**config.mk**
```make
export PLATFORM = sky130hd
export DESIGN_NAME = mem_port_arbiter
export DESIGN_NICKNAME = d
export VERILOG_FILES = /design/src/rtl/mem_port_arbiter.sv
export SDC_FILE = /design/constraint.sdc
export NUM_CORES = 1
export LEC_CHECK = 0
export CAP_MARGIN = 20
export CORE_MARGIN = 10
export CORE_UTILIZATION = 32
export CTS_CLUSTER_DIAMETER = 200
export DETAILED_ROUTE_END_ITERATION = 7
export HOLD_SLACK_MARGIN = 0.15
export PLACE_DENSITY = 0.79
export SETUP_SLACK_MARGIN = 0.02
export SLEW_MARGIN = 20
export SYNTH_ARGS = -nofsm -noshare
export SYNTH_HDL_FRONTEND = slang
export SYNTH_SLANG_ARGS = --single-unit
```
**constraint.sdc**
```tcl
create_clock -name clk -period 1.9 [get_ports clk]
set_input_delay 0.285 -clock clk [delete_from_list [all_inputs] [get_ports clk]]
set_output_delay 0.285 -clock clk [all_outputs]
set_load 0.01 [all_outputs]
```
**src/rtl/mem_port_arbiter.sv**
```systemverilog
// Instruction/data arbiter in front of one shared single-port SRAM.
// Optional ARB_DATA_PRIO_EN: data port always wins a tie (else round-robin).
module mem_port_arbiter #(
  parameter int MEM_AW = 14,
  parameter int DATA_W = 32
) (
  input  logic                clk,
  input  logic                rst,
  input  logic                i_req,
  input  logic [31:0]         i_addr,
  output logic                i_gnt,
  output logic                i_rvalid,
  output logic [DATA_W-1:0]   i_rdata,
  input  logic                d_req,
  input  logic [DATA_W/8-1:0] d_we,
  input  logic [31:0]         d_addr,
  input  logic [DATA_W-1:0]   d_wdata,
  output logic                d_gnt,
  output logic                d_rvalid,
  output logic [DATA_W-1:0]   d_rdata,
  output logic [MEM_AW-1:0]   mem_addr,
  output logic                mem_read,
  output logic [DATA_W/8-1:0] mem_write,
  output logic [DATA_W-1:0]   mem_DI,
  input  logic [DATA_W-1:0]   mem_DO
);

  typedef enum logic [1:0] {
    IDLE,
    ACCESS,
    RESP
  } state_t;

  state_t              state_q, state_d;
  logic [MEM_AW-1:0]   addr_q, addr_d;
  logic                rd_q, rd_d;
  logic [DATA_W/8-1:0] wr_q, wr_d;
  logic [DATA_W-1:0]   di_q, di_d;
  logic                own_d_q, own_d_d;
  logic                is_wr_q, is_wr_d;
  logic                pick_d;
  logic                resp;

`ifdef ARB_DATA_PRIO_EN
  // Fixed priority: data port takes every tie.
  always_comb pick_d = d_req;
`else
  logic last_d_q, last_d_d;

  // Round-robin: on a tie the port that lost last time wins.
  always_comb pick_d = d_req & (~i_req | ~last_d_q);
`endif

  // Grants only exist in IDLE and never while reset is held.
  always_comb begin
    i_gnt = 1'b0;
    d_gnt = 1'b0;
    if (state_q == IDLE && !rst) begin
      d_gnt = pick_d;
      i_gnt = i_req & ~pick_d;
    end
  end

  // Next-state and registered memory strobe computation.
  always_comb begin
    state_d = state_q;
    addr_d  = addr_q;
    rd_d    = rd_q;
    wr_d    = wr_q;
    di_d    = di_q;
    own_d_d = own_d_q;
    is_wr_d = is_wr_q;
`ifndef ARB_DATA_PRIO_EN
    last_d_d = last_d_q;
`endif
    unique case (state_q)
      IDLE: begin
        if (d_gnt) begin
          state_d = ACCESS;
          addr_d  = d_addr[MEM_AW+1:2];
          rd_d    = (d_we == '0);
          wr_d    = d_we;
          is_wr_d = (d_we != '0);
          own_d_d = 1'b1;
          if (d_we != '0) di_d = d_wdata;
`ifndef ARB_DATA_PRIO_EN
          last_d_d = 1'b1;
`endif
        end else if (i_gnt) begin
          state_d = ACCESS;
          addr_d  = i_addr[MEM_AW+1:2];
          rd_d    = 1'b1;
          wr_d    = '0;
          is_wr_d = 1'b0;
          own_d_d = 1'b0;
`ifndef ARB_DATA_PRIO_EN
          last_d_d = 1'b0;
`endif
        end
      end
      ACCESS: begin
        state_d = RESP;
        rd_d    = 1'b0;
        wr_d    = '0;
      end
      RESP: begin
        state_d = IDLE;
      end
      default: begin
        state_d = IDLE;
        rd_d    = 1'b0;
        wr_d    = '0;
      end
    endcase
  end

  // State and memory-side registers with synchronous reset.
  always_ff @(posedge clk) begin
    if (rst) begin
      state_q <= IDLE;
      addr_q  <= '0;
      rd_q    <= 1'b0;
      wr_q    <= '0;
      di_q    <= '0;
      own_d_q <= 1'b0;
      is_wr_q <= 1'b0;
    end else begin
      state_q <= state_d;
      addr_q  <= addr_d;
      rd_q    <= rd_d;
      wr_q    <= wr_d;
      di_q    <= di_d;
      own_d_q <= own_d_d;
      is_wr_q <= is_wr_d;
    end
  end

`ifndef ARB_DATA_PRIO_EN
  // Round-robin history, starts at the instruction port.
  always_ff @(posedge clk) begin
    if (rst) last_d_q <= 1'b0;
    else     last_d_q <= last_d_d;
  end
`endif

  assign mem_addr  = addr_q;
  assign mem_read  = rd_q;
  assign mem_write = wr_q;
  assign mem_DI    = di_q;

  // SRAM data arrives in RESP; steer it to the owner, zero otherwise.
  always_comb begin
    resp     = (state_q == RESP) && !rst;
    i_rvalid = resp & ~own_d_q;
    d_rvalid = resp & own_d_q;
    i_rdata  = i_rvalid ? mem_DO : '0;
    d_rdata  = (d_rvalid && !is_wr_q) ? mem_DO : '0;
  end

  logic unused_addr;
  assign unused_addr = ^{i_addr[31:MEM_AW+2], i_addr[1:0],
                         d_addr[31:MEM_AW+2], d_addr[1:0]};

endmodule

```
After elaboration in Yosys (flattened, before gate mapping). Index checks and enable logic that the tools add are counted.

Memory bits (writable): 0. Input port bits: 136. Register bits: 55. Memory bits (read-only): 0. Output and inout port bits: 119. Word-level logic and storage cells: 49. Memories: 0. Bits in latches: 0.

Multiply operators: 0. Div/mod/pow operators: 0. Magnitude comparators: 0. Shift operators: 0. Equality and inequality tests: 3. Reduce and logical (&&, ||, !) cells: 12. Add/sub/neg operators: 0. Bitwise operators: 9. Muxes and demuxes: 18.

Operators with widths (number): $mux W32 (2); $mux W14 (2); $mux W4 (2); $pmux W4 S2 (1); $mux W1 (7); $and A1 B1 Y1 (4); $logic_not A4 Y1 (1); $mux W2 (2); $not A1 Y1 (4); $pmux W2 S2 (1); $reduce_and A2 Y1 (2); $reduce_bool A4 Y1 (1); $logic_and A1 B1 Y1 (3); $ne A3 B3 Y1 const B (1); $reduce_and A3 Y1 (1); $eq A2 B1 Y1 const B (1); $eq A2 B2 Y1 const B (1); $logic_not A1 Y1 (2); $logic_not A2 Y1 (1); $pmux W1 S2 (1); $reduce_bool A2 Y1 (1); $or A1 B1 Y1 (1).

Logic depth before layout (Yosys ltp).
Word-level depth: 9. Mapped depth: 6. Gate-level depth less buffers: 3.

Least setup slack after synthesis. OpenSTA, ideal clock, no wires.

Path type: input -> register. Start point: input port d_we[2]. End point: register di_q[0], in the netlist mem_DI[0]. Required time: 1779 ps. Setup slack: 349 ps. Stages on the path: 4. Arrival: 1430 ps. Cells stage by stage: or4_4 > nand3_4 > buf_12 > mux2_4.

Longest elaborated chain between the ends: 2.

RTL lines: start, declared (line 15) `input logic [DATA_W/8-1:0] d_we,`; $reduce_bool A4 Y1 (line 85) `if (d_we != '0) di_d = d_wdata;`; $reduce_and A3 Y1 (no source line); end signal, assigned (line 132) `di_q <= di_d;`; end, declared (line 38) `logic [DATA_W-1:0] di_q, di_d;`.

No other way between the ends. A chain may end at the register's enable or synchronous reset.

Final worst setup path.
Start point: register state_q[0]. End point: output port i_rdata[12].

Longest elaborated chain between the ends: 4.

RTL lines: start, declared (line 34) `state_t state_q, state_d;`; start signal, assigned (line 128) `state_q <= state_d;`; $eq A2 B2 Y1 (line 153) `resp = (state_q == RESP) && !rst;`; $logic_and A1 B1 Y1 (line 153); $and A1 B1 Y1 (line 154) `i_rvalid = resp & ~own_d_q;`; $mux W32 (line 156) `i_rdata = i_rvalid ? mem_DO : '0;`; end, declared (line 13) `output logic [DATA_W-1:0] i_rdata,`.

No other way between the ends.

==> impl_results.md <==
* Crit-path slowest cell: dfxtp_4
* Crit Path Class: register to output pin
* Power Density at 532 nW/µm²
* Die width at 116 µm
* Detail Placement HPWL at 9750 µm
* Vias per std cell at 4.84
* CP bufs+invs at 5
* Site Rows at 34
* Post-synth top area cell: dfxtp_1
* Filler cells at 743
* Slew Viols, Final at 0
* Critical Path Fanout Max at 4
* Clock-pin slew on the worst setup and hold paths at 0.10 ns
* Clock tree buffer depth at 2
* Top post-synthesis cells by area: dfxtp_1, mux2_4, and2_1
* Setup Viol. Count Final at 4
* Mapped Nets at 430
* Area added between synthesis and finish at 86.8%
* Initial core utilization at 0.332
* Yosys cell types at 33
* Final hold violations at 0
* Maximum number of pins on one net before global-route repair at 34
* Leak at approximately 0.0024 µW
* Die ar. at between 10000 and 15000 µm²
* WL/cell at between 15 and 20 µm
* Core Region at approximately 8800 µm²
* Total CTS buffers at 5
* DIE HEIGHT at around 120 µm
* Post-Syn Area at slightly below 3000 µm²
* Iteration count of the initial detailed-routing pass at 4
* Crit path top cell by count: buf_6
* Post-synth EDFFs at 0
* Register area share after synthesis at 0.375
* Fin nets at 667
* Final period util at 1.03
* Final GP Congestion at 0.788
* Relative slew margins at 0.706
* Status: finished, violations left
* Worst VDD drop at 0.387 mV
* Initial antenna violation count at 0
* Global-route wire length before repair at 18400 µm
* Max-cap violations at 0
* Drt total wl at around 13000 µm
* Initial DRC count at roughly 130
* CTS H-tree depth at 2
* Post-layout util at 0.620
* Storage cell area at 1110 µm²
* Multi-input gate area at between 1500 and 2000 µm²
* CP Launch Type: register
* Peak Freq at 0.509 GHz
* Worst-case clock skew at 0.00654 ns
* CTS tree: done
* Number of diodes at 0
* Gr usage total at 0.172
* Gr ovfl total at 0
* Fraction of registers with async set/reset at 0
* Top delay family on crit path: buffers and inverters
* Failing checks: negative setup slack
* Hold buffer count at cts at 0
* Hold WC Path Type: input pin to register
* Power, Total at ~2900 µW
* Synthesis Warnings at 0
* Share of the synthesized area in the top cell type at 0.375
* Synth Area per Inst at about 10 µm²
* Critical path endpoint category: output pin
* Clock Latency Late Sink at 0.30 ns
* Ys flop type: dfxtp_1
* Critical-path cell list: nor4b_4, buf_4, clkbuf_16, buf_6, buf_6, and2_4, buf_6
* ANT nets after route at 0
* Sinks on Clock Net at 55
* CP required at 1.62 ns
* Worst stage delay on the critical path at 0.38 ns
* I/O Buffers at approximately 220
* RSZ-0062 raised after global routing: yes
* Min Tclk post-route at 1.96 ns
* Share of cells above drive strength 1 at 0.344
* DRC at 0
* Crit path DAT at between 1.5 and 2 ns
* Yosys reg bits at 55
* # IOs at 255
* Clk Tree Root Cell: clkbuf_8
* Slew @ Worst Pin at 0.439 ns
* Vias in the first global route at 3307
* Routed vias at 3098
* Syn Inst Count at 294
* Fin worst setup slack at -0.0639 ns
[cells by family after synthesis]
family	Yosys count	share of synthesized area
and+or+nand+nor	125	0.277
muxes	32	0.158
DFF	55	0.375
buffers and inverters	27	0.0634
AOI/OAI and AO/OA	55	0.127
[tightest hold or removal path: stages]
cell	delay (ns)
buf_2	0.18
buf_4	0.17
a311oi_1	0.04
[cells in the mapped netlist, types with 5 or more instances]
| cell | number |
|---|---|
| a311oi_1 | 15 |
| buf_2 | 5 |
| clkbuf_1 | 11 |
| nand3_1 | 14 |
| o21ai_0 | 16 |
| mux2_4 | 28 |
| and2_1 | 64 |
| nor2b_1 | 32 |
| dfxtp_1 | 55 |
| a21oi_1 | 16 |
[flip-flops by register name (all words and copies together) (netlist names)]
name,cells
is_wr_q,1
last_d_q,1
mem_DI,32
mem_addr,14
mem_read,1
mem_write,4
state_q,2
[power by group]
group	total [µW]	internal [µW]	leakage, µW	switching [µW]
logic	930	581	0.00192	350
clock network	688	299	0.0000474	390
registers	1300	1250	0.000453	52.8
[worst paths after layout]
check | from | endpoint | slack [ns] | cells after the start
setup / recovery | state_q[0] | i_rdata[12] | -0.06 | 7
hold / removal | rst | mem_addr[9] | 0.42 | 3
setup reg to reg | state_q[0] | mem_addr[3] | 0.21 | 6
hold reg to reg | mem_read | mem_read | 0.49 | 1
[per-stage QoR]
| stage | setup slack (ns) | hold slack (ns) | setup TNS [ns] | cells | cell area, µm² |
|---|---|---|---|---|---|
| 2_1_floorplan | 0.349 | 0.401 | 0 | 294 | 2940 |
| 6_report | -0.0639 | 0.424 | -0.220 | 640 | 5490 |
| 3_3_place_gp | -0.124 | 0.458 | -4.53 | 616 | 5290 |
| 5_1_grt | -0.130 | 0.420 | -1.50 | 640 | 5490 |
| 4_1_cts | -0.157 | 0.382 | -2.87 | 636 | 5380 |
| 3_5_place_dp | -0.152 | 0.457 | -5.91 | 616 | 5290 |
[placed cells by master (no fill, tap or decap), types with 2 or more instances in the layout]
cell	synthesis	final
nor2_4	1	2
nor2_1	4	3
clkbuf_8	0	6
nand3_1	14	14
buf_2	5	39
clkbuf_2	0	3
and2_1	64	41
mux2_2	4	4
clkbuf_16	0	3
a21oi_1	16	16
dfxtp_1	55	53
buf_6	2	28
o21ai_0	16	16
a22o_1	4	4
nor2b_1	32	32
clkdlybuf4s50_1	0	149
and2_4	0	23
buf_12	3	5
a311oi_1	15	15
buf_4	4	27
mux2_4	28	28
[layout make-up]
class / instances / share of cell area
repair buffers: 256 / 0.440
multi-input cells: 212 / 0.315
flip-flops and latches: 55 / 0.202
well taps: 108 / 0.0246
clock buffers: 6 / 0.0150
clock inverters: 2 / 0.00296
inverters: 1 / 0.000684
[per-layer routing]
layer	global-route usage	vias up	wire, µm
li1	-	1484	-
met1	0.182	1465	4600
met2	0.325	143	6710
met3	0.0620	6	1190
met4	0.0225	0	45
met5	0	-	0
[repair_timing]
item / CTS / global route
gates cloned: 3 / 2
pin swaps: 3 / 9
setup endpoints to repair: 68 / 65
buffers inserted: 9 / 4
gates resized for setup: 257 / 75
(Power assumes the default switching activity.)
